File: config.mk
export PLATFORM = sky130hd
export DESIGN_NAME = mmio_console
export DESIGN_NICKNAME = d
export VERILOG_FILES = /design/src/rtl/mmio_console.sv
export SDC_FILE = /design/constraint.sdc
export NUM_CORES = 1
export LEC_CHECK = 0
export ABC_AREA = 1
export CORE_ASPECT_RATIO = 1.25
export CORE_MARGIN = 3
export CORE_UTILIZATION = 57
export DETAILED_ROUTE_END_ITERATION = 8
export PLACE_DENSITY_LB_ADDON = 0.2
export SYNTH_ARGS = -nofsm -noshare
export SYNTH_HDL_FRONTEND = slang
export SYNTH_SLANG_ARGS = --single-unit
File: constraint.sdc
create_clock -name clk -period 4 [get_ports clk]
set_input_delay 0.8 -clock clk [delete_from_list [all_inputs] [get_ports clk]]
set_output_delay 0.8 -clock clk [all_outputs]
set_load 0.01 [all_outputs]
File: src/rtl/mmio_console.sv
// ============================================================================
//  Module   : mmio_console
//  Purpose  : Memory-mapped console responder. Decodes a 32-byte window on
//             the core data bus, serves loads combinationally, buffers stored
//             bytes in a TX FIFO drained over a valid/ready byte stream, and
//             provides a cycle counter, a scratch register and an empty-FIFO
//             interrupt.
//  Revision : 1.0 - initial release
// ============================================================================
`default_nettype none

module mmio_console #(
  parameter logic [31:0] BASE_ADDR  = 32'hFFFF_FF00,
  parameter int          FIFO_DEPTH = 4
) (
  input  logic        clk,
  input  logic        rst_n,
  input  logic [31:0] mem_addr,
  input  logic [31:0] mem_data_in,
  input  logic        mem_we,
  output logic [31:0] mem_data_out,
  output logic        mem_data_oe,
  output logic [7:0]  tx_data,
  output logic        tx_valid,
  input  logic        tx_ready,
  output logic        irq
);

  localparam int c_AW = $clog2(FIFO_DEPTH);
  localparam int c_CW = c_AW + 1;

  localparam logic [0:0] c_IDLE = 1'b0;
  localparam logic [0:0] c_SEND = 1'b1;

  localparam logic [2:0] c_REG_TXDATA  = 3'd0;
  localparam logic [2:0] c_REG_STATUS  = 3'd1;
  localparam logic [2:0] c_REG_CYCLE   = 3'd2;
  localparam logic [2:0] c_REG_SCRATCH = 3'd3;
  localparam logic [2:0] c_REG_IRQEN   = 3'd4;

  // Registered state
  logic [7:0]      fifo_q [FIFO_DEPTH];
  logic [c_AW-1:0] wr_ptr_q, wr_ptr_d;
  logic [c_AW-1:0] rd_ptr_q, rd_ptr_d;
  logic [c_CW-1:0] count_q,  count_d;
  logic            ovf_q,    ovf_d;
  logic [31:0]     cycle_q,  cycle_d;
  logic [31:0]     scratch_q, scratch_d;
  logic            irq_en_q, irq_en_d;
  logic [0:0]      state_q,  state_d;
  logic [7:0]      tx_data_q, tx_data_d;
  logic            tx_valid_q, tx_valid_d;
  logic            irq_q,    irq_d;

  // Decode and handshake wires
  logic        w_sel;
  logic [2:0]  w_idx;
  logic        w_wr;
  logic        w_push_req;
  logic        w_push_ok;
  logic        w_pop;
  logic        w_empty;
  logic        w_full;
  logic [7:0]  w_head;
  logic [31:0] w_status;
  logic [31:0] w_rdata;
  logic        w_unused;

  // Byte-lane bits are meaningless for full-word accesses
  assign w_unused = ^mem_addr[1:0];

  assign w_sel      = (mem_addr[31:5] == BASE_ADDR[31:5]);
  assign w_idx      = mem_addr[4:2];
  assign w_wr       = w_sel & mem_we;
  assign w_push_req = w_wr & (w_idx == c_REG_TXDATA);

  assign w_empty = (count_q == '0);
  assign w_full  = (count_q == c_CW'(FIFO_DEPTH));
  assign w_head  = fifo_q[rd_ptr_q];

  // The drain side pops whenever it can hand a byte to the output register:
  // from IDLE unconditionally, from SEND only on an accepting edge.
  assign w_pop     = ~w_empty & ((state_q == c_IDLE) | tx_ready);
  // A pop on the same edge frees the slot, so a store into a full FIFO is kept
  assign w_push_ok = w_push_req & (~w_full | w_pop);

  // Pointer, occupancy, sticky overflow and register-file next state
  always_comb begin
    wr_ptr_d  = wr_ptr_q;
    rd_ptr_d  = rd_ptr_q;
    count_d   = count_q;
    ovf_d     = ovf_q;
    scratch_d = scratch_q;
    irq_en_d  = irq_en_q;
    cycle_d   = cycle_q + 32'd1;

    if (w_push_ok) wr_ptr_d = wr_ptr_q + c_AW'(1);
    if (w_pop)     rd_ptr_d = rd_ptr_q + c_AW'(1);

    case ({w_push_ok, w_pop})
      2'b10:   count_d = count_q + c_CW'(1);
      2'b01:   count_d = count_q - c_CW'(1);
      default: count_d = count_q;
    endcase

    if (w_push_req & ~w_push_ok) ovf_d = 1'b1;

    if (w_wr) begin
      case (w_idx)
        c_REG_STATUS:  if (mem_data_in[2]) ovf_d = 1'b0;
        c_REG_CYCLE:   cycle_d   = mem_data_in;
        c_REG_SCRATCH: scratch_d = mem_data_in;
        c_REG_IRQEN:   irq_en_d  = mem_data_in[0];
        default:       ;
      endcase
    end
  end

  // Drain FSM: load the output register from the FIFO head and hold it
  // stable until the downstream accepts it
  always_comb begin
    state_d    = state_q;
    tx_data_d  = tx_data_q;
    tx_valid_d = tx_valid_q;
    case (state_q)
      c_IDLE: begin
        if (!w_empty) begin
          tx_data_d  = w_head;
          tx_valid_d = 1'b1;
          state_d    = c_SEND;
        end
      end
      c_SEND: begin
        if (tx_ready) begin
          if (!w_empty) begin
            tx_data_d = w_head;
          end else begin
            tx_valid_d = 1'b0;
            state_d    = c_IDLE;
          end
        end
      end
      default: begin
        state_d    = c_IDLE;
        tx_valid_d = 1'b0;
      end
    endcase
  end

  // Interrupt sampled from the current state; lags its inputs by one edge
  assign irq_d = irq_en_q & w_empty & ~tx_valid_q;

  // Control and register state with asynchronous reset
  always_ff @(posedge clk or negedge rst_n) begin
    if (!rst_n) begin
      wr_ptr_q   <= '0;
      rd_ptr_q   <= '0;
      count_q    <= '0;
      ovf_q      <= 1'b0;
      cycle_q    <= '0;
      scratch_q  <= '0;
      irq_en_q   <= 1'b0;
      state_q    <= c_IDLE;
      tx_data_q  <= '0;
      tx_valid_q <= 1'b0;
      irq_q      <= 1'b0;
    end else begin
      wr_ptr_q   <= wr_ptr_d;
      rd_ptr_q   <= rd_ptr_d;
      count_q    <= count_d;
      ovf_q      <= ovf_d;
      cycle_q    <= cycle_d;
      scratch_q  <= scratch_d;
      irq_en_q   <= irq_en_d;
      state_q    <= state_d;
      tx_data_q  <= tx_data_d;
      tx_valid_q <= tx_valid_d;
      irq_q      <= irq_d;
    end
  end

  // FIFO storage needs no reset; occupancy alone decides what is valid
  always_ff @(posedge clk) begin
    if (w_push_ok) fifo_q[wr_ptr_q] <= mem_data_in[7:0];
  end

  // Status word and combinational load mux
  always_comb begin
    w_status                = '0;
    w_status[0]             = w_empty;
    w_status[1]             = w_full;
    w_status[2]             = ovf_q;
    w_status[8 +: c_CW]     = count_q;

    w_rdata = '0;
    case (w_idx)
      c_REG_STATUS:  w_rdata = w_status;
      c_REG_CYCLE:   w_rdata = cycle_q;
      c_REG_SCRATCH: w_rdata = scratch_q;
      c_REG_IRQEN:   w_rdata = {31'd0, irq_en_q};
      default:       w_rdata = '0;
    endcase
  end

  assign mem_data_oe  = w_sel & ~mem_we;
  assign mem_data_out = mem_data_oe ? w_rdata : '0;
  assign tx_data      = tx_data_q;
  assign tx_valid     = tx_valid_q;
  assign irq          = irq_q;

endmodule

`default_nettype wire

==> metrics.yaml <==
status: "completed"
critical_path_class: "in -> out"
yosysTopAreaCell: "dfrtp_1"
seq_area_frac_synth_pct: 49.9
clkSinkCount: 116
avgSynthCellArea_um2: 8.68
fmax_mhz: 261
post_drt_wl_per_cell_um: 17.1
synthDistinctLibCells: 46
slew_headroom_pct: 28.0
syn_area_mm2: 0.00614
grt_pass1_vias: 5532
io_pins: 111
place_congestion: 0.904
grtUsageTotal_pct: 28.3
reg2reg_depth: 10
setup-violations-final: 0
min_period_ns: 3.84
period_share_pct: 95.9
end_kind: "primary output"
setup_ws_ns: 0.163
cts_setup_buffers: 0
placed_cell_area_mm2: 0.00733
htreeDepth: 4
grt_start_max_net_pins: 85
hold_slack_ns: 0.466
die_h_um: 122
p_leak_nw: 3.29
drive_above_1_share_pct: 10.0
diodes: 0
pre_cts_ws_ns: 0.144
report.final.slew_viol_count: 0
ant_nets: 0
r2r_slack_ns: 1.92
core_mm2: 0.0103
synth_nets: 781
tightest_slew_ns: 1.08
drt_iter0_markers: 376
cp.required_ns: 3.20
totalWireLength_um: 16400
grt_pass1_wl_um: 26800
port_buffers: 108
path_max_fanout: 9
holdCritPathClass: "reg -> reg"
fin_nets: 891
reg2reg_from: "count_q[2]"
min_delay_path_depth: 1
cts_buffers: 17
arrival_ns: 3.04
min_to: "tx_valid"
dp_hpwl_um: 11500
skew_ns: 0.0153
hold_violations: 0
cts_resized: 0
ys_ff_latch: 116
drt_pre_antenna_iters: 5
dp_cells: 927
dieArea_mm2: 0.0121
die_w_um: 98.8
ys_warn_count: 0
gr-total-overflow: 0
total_power_mw: 3.58
start_kind: "input pin"
ir_worst_vdd_uv: 306
min_from: "state_q"
synth_area_leaders: "dfrtp_1 34%, edfxtp_1 16%, nor2_1 8.7%, nand2_1 8.4%, inv_1 3.5%"
r2r_end: "count_q[2]"
antenna_found_initial: 0
powerDensity_mw_per_mm2: 451
clk_path_buf_depth: 2
clock-root-buffer: "clkbuf_16"
clk_pin_slew_worst_paths_ns: 0.05
design_area_mm2: 0.00795
cts_tree: "done"
route.detailed.drc: 0
stdcell_count: 959
initial_utilization_pct: 59.5
vias: 5371
syn_to_final_growth_pct: 29.5
routed_via_density: 5.60
drv_cap: 0
rsz0062_at_grt: "false"
fp-row-count: 41
synth_top_area_share_pct: 34.2
cts_hold_buf: 0
utilization_pct: 77.1
synth_cells: 707
clock_latency_ns: 0.42
tns_ns: 0
-- state kept, by name, summed over array words and instances, names as in the netlist, 2 cells and up --
signal,cells
count_q,3
cycle_q,32
fifo_q,32
rd_ptr_q,2
scratch_q,32
tx_data,8
wr_ptr_q,2
-- per-layer routing --
layer / routed length, um / track usage [%] / vias up
met4: 630 / 14.0 / 0
met2: 9000 / 52.9 / 186
li1: - / - / 2555
met5: 0 / 0 / -
met1: 6000 / 29.8 / 2583
met3: 770 / 5.67 / 47
-- worst max path at each step --
stage	startpoint	to	slack, ns	cells after the start
floorplan	mem_addr[5]	mem_data_out[10]	1.23	10
global placement	mem_addr[18]	mem_data_out[8]	0.19	11
detailed placement	mem_addr[22]	mem_data_out[8]	0.14	11
CTS	mem_addr[22]	mem_data_out[8]	0.16	11
global route	mem_addr[18]	mem_data_out[27]	0.03	11
finish	mem_addr[22]	mem_data_out[8]	0.16	11
-- worst max-delay path, stage by stage --
cell             delay [ns]
clkdlybuf4s50_1        0.48
nand2_1                0.06
nor2_1                 0.11
nand2_1                0.07
nor2_2                 0.15
nand2_1                0.07
nor2_1                 0.14
nand2_1                0.17
buf_4                  0.22
a31oi_1                0.18
clkdlybuf4s50_1        0.57
-- synthesized netlist by cell type, drive strengths merged --
cell,count
fa,1
clkinv,1
nor4,1
nor2,153
nand4,12
xnor2,9
a31oi,18
o221ai,1
mux2,18
dfrtp,84
nor3,14
o22ai,2
nand2,139
a21o,1
nand3b,1
edfxtp,32
o31ai,1
a221oi,1
o21bai,1
buf,13
a22oi,26
nand3,18
o21ai,47
a21oi,14
ha,5
or2,1
xor2,15
inv,65
clkbuf,13
-- power by group --
part / switching (mW) / leakage [nW] / internal, mW / total (mW)
Combinational: 0.324 / 1.62 / 0.271 / 0.595
Sequential: 0.0942 / 1.37 / 1.30 / 1.39
Clock: 0.555 / 0.295 / 1.04 / 1.60
Total: 0.973 / 3.29 / 2.61 / 3.58
-- layout by cell type (no fill, tap or decap), drive strengths merged, types with 2 or more instances in the layout --
cell             n
clkbuf          19
clkdlybuf4s50  107
ha               5
dfrtp           84
inv             67
a21oi           14
nand4           12
a31oi           18
nand3           18
a22oi           26
clkinvlp         2
nor2           153
mux2            18
clkinv           6
o22ai            2
o21ai           47
xnor2            9
edfxtp          32
xor2            15
nor3            14
bufinv           4
nand2          139
buf             10
-- kinds of logic after synthesis --
logic type	share of synthesized area, %
AO/OA/AOI/OAI	10.9
XOR/XNOR	3.42
adder cells (fa/ha/maj)	1.35
buffers and inverters	6.20
flip-flops	49.9
multiplexers	4.04
AND/OR/NAND/NOR	24.2
-- cell type report --
class	count	area, um2
clock inverters	13	184
fillers	715	2360
clock buffers	19	433
flip-flops and latches	116	3060
inverters	66	250
repair buffers	117	1160
well taps	129	161
multi-input cells	499	2700
Power figures use the tool's default switching activity.
